## config.mk

```make
export PLATFORM = sky130hd
export DESIGN_NAME = branch_pc_unit
export DESIGN_NICKNAME = d
export VERILOG_FILES = /design/src/rtl/branch_pc_unit.sv
export SDC_FILE = /design/constraint.sdc
export NUM_CORES = 1
export LEC_CHECK = 0
export BUFFER_PORTS_ARGS = -buffer_cell sky130_fd_sc_hd__buf_2
export CAP_MARGIN = 20
export CORE_MARGIN = 3
export CORE_UTILIZATION = 48
export CTS_CLUSTER_DIAMETER = 100
export DETAILED_ROUTE_END_ITERATION = 12
export PLACE_DENSITY = 0.74
export SETUP_SLACK_MARGIN = 0.5
export SYNTH_ARGS = -nofsm -noshare
export SYNTH_HDL_FRONTEND = slang
export SYNTH_SLANG_ARGS = --single-unit
```

## constraint.sdc

```tcl
create_clock -name clk -period 3.4 [get_ports clk]
set_input_delay 0.51 -clock clk [delete_from_list [all_inputs] [get_ports clk]]
set_output_delay 0.51 -clock clk [all_outputs]
set_load 0.01 [all_outputs]
```

## src/rtl/branch_pc_unit.sv

```systemverilog
// ID-stage branch resolution and PC sequencing for a five-stage MIPS pipeline.
// Detects hazards on the early branch comparator operands, drives its operand
// forwarding selects, resolves beq/bne/j and owns the fetch PC register.
module branch_pc_unit #(
    parameter logic [31:0] RESET_PC = 32'h0000_0000
) (
    input  logic        clk,
    input  logic        rst_n,
    input  logic        hold,
    input  logic [1:0]  id_br_type,
    input  logic        id_jump,
    input  logic [15:0] id_imm,
    input  logic [25:0] id_jtarget,
    input  logic [31:0] id_pc_plus4,
    input  logic [4:0]  id_rs,
    input  logic [4:0]  id_rt,
    input  logic        ex_regwrite,
    input  logic        ex_memread,
    input  logic [4:0]  ex_rd,
    input  logic        mem_regwrite,
    input  logic        mem_memread,
    input  logic [4:0]  mem_rd,
    input  logic        wb_regwrite,
    input  logic [4:0]  wb_rd,
    input  logic        zero,
    output logic [1:0]  fwd_a_sel,
    output logic [1:0]  fwd_b_sel,
    output logic [31:0] pc,
    output logic        pc_write,
    output logic        if_id_write,
    output logic        if_id_flush,
    output logic        id_ex_bubble,
    output logic        branch_taken
);

    typedef enum logic {
        RUN  = 1'b0,
        WAIT = 1'b1
    } state_t;

    state_t      state_r;
    logic [1:0]  cnt_r;

    logic        is_beq_s;
    logic        is_bne_s;
    logic        is_branch_s;
    logic        ex_dep_s;
    logic        mem_dep_s;
    logic [1:0]  need_s;
    logic        stall_s;
    logic        taken_s;
    logic [31:0] br_target_s;
    logic [31:0] j_target_s;
    logic [31:0] next_pc_s;

    // A stage writing a non-zero rd that matches either branch source.
    function automatic logic dep_hit(input logic wr, input logic [4:0] rd,
                                     input logic [4:0] rs, input logic [4:0] rt);
        return wr && (rd != 5'd0) && ((rd == rs) || (rd == rt));
    endfunction

    // Forward select for one operand: MEM ALU result beats WB result.
    function automatic logic [1:0] fwd_sel(input logic [4:0] src,
                                           input logic m_wr, input logic m_rd_load,
                                           input logic [4:0] m_rd,
                                           input logic w_wr, input logic [4:0] w_rd);
        if (m_wr && !m_rd_load && (m_rd != 5'd0) && (m_rd == src)) begin
            return 2'b01;
        end else if (w_wr && (w_rd != 5'd0) && (w_rd == src)) begin
            return 2'b10;
        end else begin
            return 2'b00;
        end
    endfunction

    // Hazard detection, stall requirement, forwarding selects and redirect target.
    always_comb begin
        is_beq_s    = (id_br_type == 2'b01);
        is_bne_s    = (id_br_type == 2'b10);
        is_branch_s = is_beq_s || is_bne_s;
        ex_dep_s    = dep_hit(ex_regwrite, ex_rd, id_rs, id_rt);
        mem_dep_s   = dep_hit(mem_regwrite, mem_rd, id_rs, id_rt);

        if (!is_branch_s) begin
            need_s = 2'd0;
        end else if (ex_dep_s && ex_memread) begin
            need_s = 2'd2;
        end else if ((ex_dep_s && !ex_memread) || (mem_dep_s && mem_memread)) begin
            need_s = 2'd1;
        end else begin
            need_s = 2'd0;
        end

        fwd_a_sel = fwd_sel(id_rs, mem_regwrite, mem_memread, mem_rd, wb_regwrite, wb_rd);
        fwd_b_sel = fwd_sel(id_rt, mem_regwrite, mem_memread, mem_rd, wb_regwrite, wb_rd);

        // WAIT always stalls; RUN stalls only when the branch still needs operands.
        stall_s = (state_r == WAIT) || (need_s != 2'd0);

        taken_s     = (is_beq_s && zero) || (is_bne_s && !zero) || id_jump;
        br_target_s = id_pc_plus4 + {{14{id_imm[15]}}, id_imm, 2'b00};
        j_target_s  = {id_pc_plus4[31:28], id_jtarget, 2'b00};

        // Jump wins over a simultaneously flagged branch; low PC bits stay 00.
        if (!taken_s) begin
            next_pc_s = pc + 32'd4;
        end else if (id_jump) begin
            next_pc_s = j_target_s;
        end else begin
            next_pc_s = {br_target_s[31:2], 2'b00};
        end
    end

    // Pipeline control outputs: freeze, stall, or advance/redirect.
    always_comb begin
        pc_write     = 1'b0;
        if_id_write  = 1'b0;
        if_id_flush  = 1'b0;
        id_ex_bubble = 1'b0;
        branch_taken = 1'b0;
        if (hold) begin
            pc_write = 1'b0;
        end else if (stall_s) begin
            id_ex_bubble = 1'b1;
        end else begin
            pc_write     = 1'b1;
            if_id_write  = 1'b1;
            if_id_flush  = taken_s;
            branch_taken = taken_s;
        end
    end

    // Stall FSM, stall counter and architectural PC; hold freezes all of them.
    always_ff @(posedge clk or negedge rst_n) begin
        if (!rst_n) begin
            state_r <= RUN;
            cnt_r   <= 2'd0;
            pc      <= {RESET_PC[31:2], 2'b00};
        end else if (hold) begin
            state_r <= state_r;
            cnt_r   <= cnt_r;
            pc      <= pc;
        end else begin
            case (state_r)
                RUN: begin
                    if (need_s != 2'd0) begin
                        cnt_r   <= need_s - 2'd1;
                        state_r <= (need_s == 2'd2) ? WAIT : RUN;
                    end else begin
                        cnt_r <= 2'd0;
                        pc    <= next_pc_s;
                    end
                end
                WAIT: begin
                    cnt_r <= cnt_r - 2'd1;
                    if (cnt_r <= 2'd1) begin
                        state_r <= RUN;
                    end else begin
                        state_r <= WAIT;
                    end
                end
                default: begin
                    state_r <= RUN;
                    cnt_r   <= 2'd0;
                end
            endcase
        end
    end

endmodule

```

# Yosys cells after proc, flatten, opt, wreduce, memory -nomap -nowiden
# Cells that the tools add are included.
[totals]
register_bits = 35
output_inout_bits = 41
[op_classes]
reduce_logical = 31
muxes = 21
addsub = 4
magnitude_cmp = 1
eq_ne = 9
n_bitwise = 3
[ops]
columns = ["op", "n"]
rows = [
  ["$mux 32", 2],
  ["$add 32x3->32 const B", 1],
  ["$add 32x32->32", 1],
  ["$eq 5x5->1", 6],
  ["$logic_and 1x1->1", 16],
  ["$reduce_bool 5->1", 3],
  ["$mux 2", 7],
  ["$mux 1", 10],
  ["$logic_or 1x1->1", 7],
  ["$eq 2x2->1 const B", 2],
  ["$pmux 2 s2", 1],
  ["$sub 2x1->2 const B", 2],
  ["$logic_not 1->1", 3],
  ["$not 1->1", 3],
  ["$reduce_and 3->1", 1],
  ["$eq 2x1->1 const B", 1],
  ["$le 2x1->1 const B", 1],
  ["$pmux 1 s2", 1],
  ["$reduce_bool 2->1", 1],
]

# Logic depth before layout (Yosys ltp)
# Gate-level depths: netlist of the first run.
[logic_depth]
ltp_word = 12
mapped_depth = 12
ltp_nobuf = 12

# Worst setup path before layout of the first run
# OpenSTA, ideal clock, no wires.
[synth_path]
path_kind = "input -> register"
start = "input port id_imm[0]"
end = "register pc[24]"
path_stages = 12
t_arrival_ns = 2.814
setup_slack_ns = 0.504
cell_sequence = "ha_1 fa_1 a21o_1 a22oi_2 a21oi_4 o21ai_2 o31ai_2 a21boi_2 nor2b_1 o21ai_0 mux2_2 a31oi_1"
[synth_between]
elab_chain_cells = 3
[synth_lines]
columns = ["element", "line_no", "text"]
rows = [
  ["start, declared", "12", "input logic [15:0] id_imm,"],
  ["$add 32x32->32", "101", "br_target_s = id_pc_plus4 + {{14{id_imm[15]}}, id_imm, 2'b00};"],
  ["$mux 32", "107", "end else if (id_jump) begin"],
  ["$mux 32", "105", "if (!taken_s) begin"],
  ["end signal, assigned", "138", "pc <= {RESET_PC[31:2], 2'b00};"],
  ["end signal, assigned", "142", "pc <= pc;"],
  ["end signal, assigned", "151", "pc <= next_pc_s;"],
  ["end, declared", "28", "output logic [31:0] pc,"],
]
# No other way between the ends.
# A chain may end at the register's enable or synchronous reset.

# Worst setup path after layout of the first run
[layout_path]
start = "input port id_imm[4]"
end = "register pc[31]"
# The elaborated chain is that of the path after synthesis.

==> results of run 1 <==
-- state kept, by name (all words and copies together) (netlist names) --
signal	flops
pc	30
state_r	1
cnt_r	2
-- power breakdown --
part,internal (mW),leakage [nW],total (mW),switching [mW]
sequential,0.471,0.397,0.583,0.112
combinational,0.376,1.94,0.848,0.472
clock,0.146,0.0395,0.299,0.154
total,0.993,2.37,1.73,0.738
-- path summary, 6_finish.rpt --
path | startpoint | endpoint | depth (start not counted)
min in group clk | ex_memread | cnt_r[0] | 3
worst max-delay path | id_imm[4] | pc[31] | 12
max in group asynchronous | rst_n | pc[17] | 1
worst min register to register | cnt_r[1] | cnt_r[1] | 2
worst min-delay path | rst_n | state_r | 1
worst max register to register | pc[2] | pc[28] | 11
-- per-layer routing --
metal / vias to the layer above / routed length (um) / GRT usage / part of all wire
li1: 2309 / - / - / -
met1: 2230 / 5670 / 0.349 / 0.43
met2: 210 / 6410 / 0.431 / 0.48
met3: 26 / 967 / 0.0460 / 0.073
met4: 0 / 238 / 0.0767 / 0.018
met5: - / 0 / 0 / 0
-- cells by family (layout without fill, tap and decap cells) --
group | after synthesis | after routing
xor gates and xnor gates | 55 | 55
adders and majority gates | 34 | 34
other | 1 | 2
and+or+nand+nor | 179 | 179
buffers and inverters | 42 | 189
AOI/OAI and AO/OA | 190 | 190
DFF | 33 | 33
muxes | 4 | 4
-- critical path: cells and delay by family --
| family | cells | cell delay (ns) |
|---|---|---|
| AOI/OAI and AO/OA | 10 | 2.03 |
| adders and majority gates | 1 | 0.35 |
| buffers and inverters | 1 | 0.10 |
-- layout make-up --
cell class                      count  area [sq um]  share of cell area
Clock buffer                        8          80.1              0.0156
Multi-Input combinational cell    464          3180               0.619
Sequential cell                    33           826               0.161
Timing Repair Buffer              161           841               0.164
Inverter                           20          77.6              0.0151
Tap cell                          105           131              0.0256
-- cell usage in the layout (no fill, tap or decap), drive strengths merged, types with 8 or more instances in the layout --
| cell type | Yosys | final |
|---|---|---|
| clkbuf | 10 | 8 |
| xnor2 | 27 | 27 |
| inv | 20 | 20 |
| buf | 12 | 161 |
| a21oi | 52 | 52 |
| nand3 | 14 | 14 |
| a31oi | 10 | 10 |
| nand2 | 43 | 43 |
| nand4 | 9 | 9 |
| a21o | 16 | 16 |
| o22ai | 8 | 8 |
| dfrtp | 33 | 33 |
| o21ai | 44 | 44 |
| xor2 | 28 | 28 |
| nor3 | 24 | 24 |
| a221oi | 13 | 13 |
| nor2 | 51 | 51 |
| and3 | 8 | 8 |
| ha | 33 | 33 |
-- through the flow --
stage	hold slack [ns]	cell area (sq um)
floorplan	0.214	4140
global placement	0.493	4940
detailed placement	0.502	4940
CTS	0.341	5040
global route	0.358	5140
finish	0.297	5140
-- what timing repair did --
| item | 4_1_cts | 5_1_grt |
|---|---|---|
| gates resized for setup | 5 | 14 |
| setup endpoints to repair | 5 | 13 |
| pin swaps | 2 | 10 |
| setup buffers | 2 | 3 |
==> metrics.md, run 1 <==
| Metric | Value |
|---|---|
| Status | finished clean |
| Fillers | 785 |
| Top-area cell type share of the netlist area | 0.199 |
| Cell taking the most area after synthesis | dfrtp_1 |
| Critical Path RT | 3.58 ns |
| Post-synthesis adder-cell area fraction | 0.105 |
| Crit path kind | primary input to flip-flop |
| Max stage delay on crit path | 0.36 ns |
| Syn Area/Cell | 7.70 sq um |
| Drt first pass iters | 5 |
| XOR/XNOR Fraction of Synth Area | 0.116 |
| Setup TNS | 0 ns |
| Area share of and/or/nand/nor cells after synthesis | 0.212 |
| Initial Utilization | 0.499 |
| Final Setup Violations | 0 |
| Sequential share of the synthesized area | 0.199 |
| I/O Pins | 152 |
| Worst hold path type | primary input to async pin |
| P_leak | 2.37 nW |
| FFs w/ async S/R, synth | 1.00 |
| Post-route DRC violation count | 0 |
| Diodes inserted | 0 |
| Std cell rows | 33 |
| Placed cells | 778 |
| Post-DP HPWL | 10400 um |
| Largest net degree at the start of global routing | 54 |
| Post-CTS Hold Buffers | 0 |
| DIE HEIGHT | 98.9 um |
| Initial antenna violation count | 0 |
| Synth top area cells | dfrtp_1 20%, ha_1 10%, a21oi_1 6.0%, xor2_1 5.9%, xnor2_1 5.7% |
| Non-Filler Instances | 791 |
| Vias per cell | 6.04 |
| Tot Pwr | 1.73 mW |
| Max_slew headroom | 0.379 |
| Area Overhead vs Synth | 24.1% |
| TritonCTS clock tree | yes |
| Root Buffer | clkbuf_8 |
| Final worst slack | 0.594 ns |
| Finished Core Util | 0.619 |
| NumNets Final | 830 |
| Syn. warnings | 0 |
| Worst-Margin Slew | 0.929 ns |
| EDFF count, synth | 0 |
| Crit-path max FO | 5 |
| Synth Cell Area | 4140 sq um |
| Reg2reg setup slack | 0.78 ns |
| Global-route wire length before repair | 21200 um |
| Pre-CTS setup slack | 0.121 ns |
| Peak supply drop | 0.162 mV |
| Max-slew violation count | 0 |
| Fin crit share | 0.825 |
| Iteration-0 DRC Markers | 345 |
| F_max | 356 MHz |
| Vias in the first global route | 4537 |
| Clock tree buffer depth | 2 |
| MaxCap Viol Count | 0 |
| Port-buffer cells | 147 |
| Die X | 98.9 um |
| Die area | 9780 sq um |
| Critical Path AT | 2.99 ns |
| Main flop type after synthesis | dfrtp_1 |
| CP most frequent cell | o31a_1 |
| Worst-path clk slew | 0.07 ns |
| Top-count cell post-synth | nor2_1 |
| Post-synthesis compound-gate area fraction | 0.305 |
| Final WL | 13300 um |
| Mux share of post-synthesis cell area | 0.0103 |
| Unrepaired setup endpoints after global routing | yes |
| Share of layout cells above drive strength 1 | 0.293 |
| CP endpoint kind | flip-flop |
| Remaining antenna violation count | 0 |
| All-Layer GR Usage | 0.261 |
| Clk_skew | 0.00443 ns |
| Slowest-stage cell, CP | o311a_1 |
| Drt wl/cell | 16.8 um |
| Total CTS buffers | 5 |
| Num Clock Sinks | 33 |
| Core Box Area | 8300 sq um |
| Mapped Cells | 538 |
| Gp weighted congestion | 0.915 |
| Power Density | 337 nW/um^2 |
| CP startpoint kind | primary input |
| Final hold violations | 0 |
| Min cycle time layout | 2.81 ns |
| Distinct cells, synth | 67 |
| CP cell instances | buf_2 -> ha_1 -> a21o_1 -> a31o_1 -> o211ai_2 -> a21oi_2 -> o311a_1 -> o21ai_2 -> a21o_2 -> a21boi_2 -> o31a_1 -> o31a_1 |
| Post-synth top cells | 51 x nor2_1, 50 x a21oi_1, 43 x nand2_1, 39 x o21ai_0 |
| Routed vias | 4775 |
| Largest family of logic cells by synthesized area | compound AO/OA/AOI/OAI gates |
| CTS H-tree lvls | 2 |
| Grt total ovfl | 0 |
| Synthesis-stage register bit count | 33 |
| Clock insertion delay at the later pin of the skew report | 0.29 ns |
No activity file was read; power rests on OpenSTA's default activity.
==> run 2, diff against run 1 <==
==> constraint.sdc (replaced) <==
create_clock -name clk -period 2.6 [get_ports clk]
set_input_delay 0.39 -clock clk [delete_from_list [all_inputs] [get_ports clk]]
set_output_delay 0.39 -clock clk [all_outputs]
set_load 0.01 [all_outputs]
==> run 2 against run 1 <==
Against the previous run: worst setup slack worse by 0.51 ns; via count increased by 11%; first-iteration DRC count shrank 12%; sequential power grew 31%; critical endpoint is now pc[24].
==> metrics.md, run 2 (synthesized netlist as in run 1, its figures left out) <==
| Metric | Value |
|---|---|
| Num Clock Sinks | 33 (unchanged) |
| Core Box Area | 8300 sq um (unchanged) |
| Iteration-0 DRC Markers | 303 (-12%) |
| Slowest-stage cell, CP | fa_2 |
| Drt wl/cell | 17.6 um (+4.8%) |
| Power Density | 418 nW/um^2 (+24%) |
| Min cycle time layout | 2.52 ns |
| I/O Pins | 152 (unchanged) |
| Post-route DRC violation count | 0 (unchanged) |
| Hold_ws | 0.175 ns (-0.123 ns) |
| Grt total ovfl | 0 (unchanged) |
| All-Layer GR Usage | 0.292 (+0.0316) |
| Die area | 9780 sq um (unchanged) |
| Critical Path RT | 2.82 ns (-0.76 ns) |
| CP endpoint kind | flip-flop |
| Root Buffer | clkbuf_8 |
| Vias per cell | 6.06 (+0.40%) |
| Share of layout cells above drive strength 1 | 0.450 (+0.157) |
| Initial antenna violation count | 0 (unchanged) |
| Worst-Margin Slew | 0.808 ns (-0.121 ns) |
| TritonCTS clock tree | yes |
| Final hold violations | 0 (unchanged) |
| Unrepaired setup endpoints after global routing | yes |
| MaxCap Viol Count | 0 (unchanged) |
| Diodes inserted | 0 (unchanged) |
| Peak supply drop | 0.220 mV (+35%) |
| CP startpoint kind | primary input |
| Top reg by flops | pc |
| Remaining antenna violation count | 0 (unchanged) |
| Worst hold path type | primary input to async pin |
| Area Overhead vs Synth | 53.3% |
| Post-route cell area | 6350 sq um (+24%) |
| Area after DPL | 5510 sq um (+12%) |
| Max-slew violation count | 0 (unchanged) |
| Crit-path max FO | 3 (-2) |
| Registers with the most flip-flops | pc (30), cnt_r (2), state_r (1) |
| Max reg flops | 30 (unchanged) |
| Largest net degree at the start of global routing | 36 (-33%) |
| Critical Path AT | 2.74 ns (-0.25 ns) |
| Total CTS buffers | 5 (unchanged) |
| Std cell rows | 33 (unchanged) |
| Max stage delay on crit path | 0.34 ns (-0.02 ns) |
| Vias in the first global route | 5153 (+14%) |
| P_leak | 2.91 nW (+23%) |
| Worst-path clk slew | 0.08 ns (about the same) |
| Drt first pass iters | 5 (unchanged) |
| Crit path kind | primary input to flip-flop |
| Gp weighted congestion | 0.881 (-3.7%) |
| WP buf/inv | 1 (unchanged) |
| F_max | 397 MHz |
| Initial Utilization | 0.499 (unchanged) |
| Status | finished clean |
| Global-route wire length before repair | 23700 um (+12%) |
| Worst path top cell family by delay | compound AO/OA/AOI/OAI gates |
| Final Setup Violations | 0 (unchanged) |
| Final WL | 15300 um (+15%) |
| Most frequent cells in the layout | 135 x buf_2, 80 x buf_4, 42 x nor2_1 |
| NumNets Final | 910 (+9.6%) |
| Clk_skew | 0.0110 ns (+0.00660 ns) |
| CTS H-tree lvls | 2 (unchanged) |
| Max_slew headroom | 0.462 (+0.0823) |
| Die X | 98.9 um (unchanged) |
| Non-Filler Instances | 871 (+10%) |
| Placed cells | 836 (+7.5%) |
| Post-DP HPWL | 11200 um (+7.1%) |
| DIE HEIGHT | 98.9 um (unchanged) |
| Clock insertion delay at the later pin of the skew report | 0.29 ns (about the same) |
| CP cell instances | buf_6 -> ha_4 -> fa_2 -> a21o_1 -> a22oi_2 -> a21oi_4 -> o21ai_4 -> o31ai_4 -> a21boi_2 -> nor2b_1 -> o21ai_1 -> mux2_4 -> a31oi_1 |
| Commonest non-fill, non-tap cell in the layout | buf_2 |
| Clock tree buffer depth | 2 (unchanged) |
| Fin crit share | 0.969 |
| Setup TNS | 0 ns (unchanged) |
| Port-buffer cells | 147 (unchanged) |
| Routed vias | 5279 (+11%) |
[run 2: cell count changes in the layout (fill, tap and decap cells not counted), moves of 6 or more]
cell	before	now
ha_1	33	25
buf_6	0	21
a21oi_1	49	41
a21oi_2	2	8
o21ai_0	37	19
nor2_1	49	42
buf_4	14	80
buf_2	147	135
o21ai_2	1	8
ha_4	0	8
o21ai_1	5	15
[run 2: timing repair]
item,4_1_cts,5_1_grt
hold buffers,0,0
pin swaps,36,42
endpoints found under the setup margin,30,39
resized for setup,51,65
gates cloned,1,0
buffers inserted,16,10
[run 2: power by group]
part	total [mW]	internal, mW	switching (mW)
sequential	0.766	0.617	0.148
clock	0.453	0.240	0.213
combinational	1.43	0.693	0.739
[run 2: final timing paths]
kind	startpoint	endpoint	slack [ns]	depth (start not counted)
min in group clk	hold	cnt_r[1]	0.37	2
hold / removal	rst_n	cnt_r[0]	0.17	1
max in group asynchronous	rst_n	pc[2]	1.85	1
setup / recovery	id_pc_plus4[2]	pc[24]	0.08	13
hold reg to reg	cnt_r[1]	cnt_r[1]	0.51	2
setup reg to reg	pc[2]	pc[30]	0.23	11
[run 2: cell type report]
class                      count  area, sq um
clock inverter                 1         5.00
fill                         607         1950
inverter                      20         80.1
multi-input combinational    464         3610
clock buffer                   7         96.3
timing repair buffer         241         1600
tap                          105          131
sequential                    33          828
[run 2: layer usage]
metal  vias up  part of all wire  track usage  wire (um)
li1       2460                 -            -          -
met1      2524              0.40        0.368       6060
met2       252              0.50        0.502       7640
met3        43             0.075       0.0545       1150
met4         0             0.031       0.0998        481
met5         -                 0            0          0
[run 2: per-stage QoR]
step | utilization | worst slack [ns] | total power [mW]
floorplan | - | 0.0422 | 1.45
global placement | 0.663 | -0.263 | 1.94
detailed placement | 0.664 | -0.295 | 1.98
CTS | 0.718 | 0.0436 | 2.51
global route | 0.765 | 0.00376 | 2.80
finish | 0.765 | 0.0801 | 2.65
==> run 3, diff against run 2 <==
--- a/config.mk
+++ b/config.mk
@@ -8,10 +8,11 @@
 export BUFFER_PORTS_ARGS = -buffer_cell sky130_fd_sc_hd__buf_2
 export CAP_MARGIN = 20
 export CORE_MARGIN = 3
-export CORE_UTILIZATION = 48
+export CORE_UTILIZATION = 42
 export CTS_CLUSTER_DIAMETER = 100
+export CTS_CLUSTER_SIZE = 16
 export DETAILED_ROUTE_END_ITERATION = 12
-export PLACE_DENSITY = 0.74
+export PLACE_DENSITY = 0.66
 export SETUP_SLACK_MARGIN = 0.5
 export SYNTH_ARGS = -nofsm -noshare
 export SYNTH_HDL_FRONTEND = slang
==> run 3 against run 2 <==
Against the previous run: sequential power hardly changed; final area is 0.18% lower; final cell count grew 2.6%; worst hold slack better by 0.017 ns; register-to-register slack lost 0.07 ns; first-iteration DRC count decreased by 9.2%; critical path depth fell by 1; power down 3.5%; clock skew hardly changed; global-route usage is 4.3 points lower; flip-flop and latch count is the same; largest power group unchanged.
==> metrics.md, run 3 (synthesized netlist as in run 1, its figures left out) <==
| Metric | Value |
|---|---|
| Status | finished clean |
| Final WL | 14900 um (-3.1%) |
| Remaining antenna violation count | 0 (unchanged) |
| CP cell instances | buf_6 -> ha_4 -> a21o_1 -> a31o_1 -> o211ai_2 -> a21oi_2 -> o311a_1 -> o21ai_2 -> a21o_2 -> a21boi_2 -> o31a_1 -> o31a_1 |
| Crit path kind | primary input to flip-flop |
| Root Buffer | clkbuf_8 |
| Max stage delay on crit path | 0.37 ns (+0.03 ns) |
| Registers with the most flip-flops | pc (30), cnt_r (2), state_r (1) |
| Iteration-0 DRC Markers | 275 (-9.2%) |
| Worst path top cell family by delay | compound AO/OA/AOI/OAI gates |
| Die X | 105 um (+6.5%) |
| Min cycle time layout | 2.55 ns (+0.0277 ns) |
| Clock insertion delay at the later pin of the skew report | 0.29 ns (about the same) |
| Initial antenna violation count | 0 (unchanged) |
| Non-Filler Instances | 894 (+2.6%) |
| Gate power share | 0.543 (+0.003) |
| Max-slew violation count | 0 (unchanged) |
| CTS H-tree lvls | 2 (unchanged) |
| Hold_ws | 0.192 ns (+0.0175 ns) |
| Routed vias | 5050 (-4.3%) |
| F_max | 393 MHz (-1.1%) |
| Num Clock Sinks | 33 (unchanged) |
| Critical Path RT | 2.78 ns (-0.04 ns) |
| NumNets Final | 910 (unchanged) |
| Unrepaired setup endpoints after global routing | yes |
| I/O Pins | 152 (unchanged) |
| CP endpoint kind | flip-flop |
| MaxCap Viol Count | 0 (unchanged) |
| Setup TNS | 0 ns (unchanged) |
| Core Box Area | 9420 sq um (+13%) |
| Peak supply drop | 0.188 mV (-14%) |
| R2r endpoint | pc[22] |
| Max_slew headroom | 0.463 (+0.00103) |
| DIE HEIGHT | 105 um (+6.5%) |
| Area after DPL | 5590 sq um (+1.3%) |
| P_leak | 2.94 nW (+1.1%) |
| Grt total ovfl | 0 (unchanged) |
| Share of layout cells above drive strength 1 | 0.446 (-0.00464) |
| Fin crit share | 0.980 (+0.0107) |
| Worst-path clk slew | 0.07 ns (about the same) |
| Crit-path max FO | 3 (unchanged) |
| Seq. cell area | 827 sq um (-0.15%) |
| Vias per cell | 5.65 (-6.8%) |
| Max reg flops | 30 (unchanged) |
| Power Density | 404 nW/um^2 (-3.3%) |
| Reg2reg setup slack | 0.16 ns (-0.07 ns) |
| R2R depth | 12 (+1) |
| Critical Path AT | 2.73 ns (about the same) |
| Initial Utilization | 0.440 (-0.0591) |
| Sw Pwr | 1.06 mW (-4.1%) |
| Total CTS buffers | 5 (unchanged) |
| Worst-Margin Slew | 0.806 ns (-0.00154 ns) |
| Most frequent cells in the layout | 131 x buf_2, 90 x buf_4, 42 x nor2_1 |
| Std cell rows | 35 (+6.1%) |
| CP most frequent cell | o31a_1 |
| Clk_skew | 0.0109 ns (-0.000144 ns) |
| WP buf/inv | 1 (unchanged) |
| Die area | 11100 sq um (+13%) |
| Gp weighted congestion | 1.03 (+17%) |
| Post-route cell area | 6340 sq um (-0.18%) |
| Finished Core Util | 0.673 (-0.0919) |
| Vias in the first global route | 4891 (-5.1%) |
| Post-DP HPWL | 11200 um (+0.46%) |
| Final hold violations | 0 (unchanged) |
| Switch share | 0.413 (-0.00258) |
| Worst hold path type | primary input to async pin |
| All-Layer GR Usage | 0.250 (-0.0427) |
| Fillers | 806 (+33%) |
| TritonCTS clock tree | yes |
| Clk network pwr share | 0.158 (-0.013) |
| Sequential Power Share | 0.299 (+0.010) |
| Top reg by flops | pc |
| CP startpoint kind | primary input |
| Drt first pass iters | 5 (unchanged) |
| Area Overhead vs Synth | 53.0% |
| Area of the multi-input gates | 3590 sq um (-0.38%) |
| Slowest-stage cell, CP | o311a_1 |
| Placed cells | 869 (+3.9%) |
| Post-route DRC violation count | 0 (unchanged) |
| Drt wl/cell | 16.6 um (-5.6%) |
| Clock tree buffer depth | 2 (unchanged) |
| Final Setup Violations | 0 (unchanged) |
| Largest net degree at the start of global routing | 36 (unchanged) |
| Global-route wire length before repair | 23200 um (-2.0%) |
| Worst flop-to-flop path startpoint | pc[2] |
| Port-buffer cells | 147 (unchanged) |
| Commonest non-fill, non-tap cell in the layout | buf_2 |
| Int Pwr | 1.50 mW (-3.1%) |
| Diodes inserted | 0 (unchanged) |
run 3: cell types whose count changed in the layout (fill, tap and decap cells not counted), moves of 4 or more:
cell / change
ha_1: +5
xnor2_1: -5
xnor2_2: +6
buf_2: -4
o21ai_0: +4
buf_6: -5
ha_4: -5
buf_4: +10
run 3: metrics by stage:
stage          setup WS (ns)  total power, mW
3_5_place_dp          -0.254             1.98
6_report              0.0523             2.56
2_1_floorplan         0.0422             1.45
4_1_cts               0.0897             2.46
5_1_grt              -0.0288             2.73
3_3_place_gp          -0.239             1.95
run 3: how the worst max path moves through the flow:
stage          cells past startpoint       from  endpoint
2_1_floorplan                     12  id_imm[0]    pc[24]
3_3_place_gp                      13  id_imm[0]    pc[24]
3_5_place_dp                      12  id_imm[1]    pc[31]
4_1_cts                           12  id_imm[4]    pc[31]
5_1_grt                           13  id_imm[0]    pc[24]
6_report                          12  id_imm[4]    pc[31]
run 3: per-layer routing:
| layer | global-route usage | wire length, um | part of all wire | vias up |
|---|---|---|---|---|
| li1 | - | - | - | 2457 |
| met1 | 0.344 | 6440 | 0.43 | 2364 |
| met2 | 0.408 | 7130 | 0.48 | 203 |
| met3 | 0.0325 | 992 | 0.067 | 26 |
| met4 | 0.0740 | 294 | 0.020 | 0 |
| met5 | 0 | 0 | 0 | - |
run 3: power groups by stage:
stage               logic [mW]  clock network, mW  registers (mW)
floorplan                0.673                  0           0.781
global placement          1.19                  0           0.761
detailed placement        1.21                  0           0.767
CTS                       1.29              0.412           0.757
global route              1.52              0.432           0.784
finish                    1.39              0.403           0.766
run 3: area by class of cell:
cell class / count / share of cell area
multi-input combinational: 464 / 0.567
sequential: 33 / 0.131
clock buffer: 7 / 0.0136
timing repair buffer: 241 / 0.250
inverter: 20 / 0.0126
tap: 129 / 0.0255
run 3: what timing repair did:
item	CTS	global route
hold buffers	0	0
pin swaps	45	37
gates resized for setup	51	60
endpoints found under the setup margin	31	37
setup buffers	12	5
gates cloned	0	1
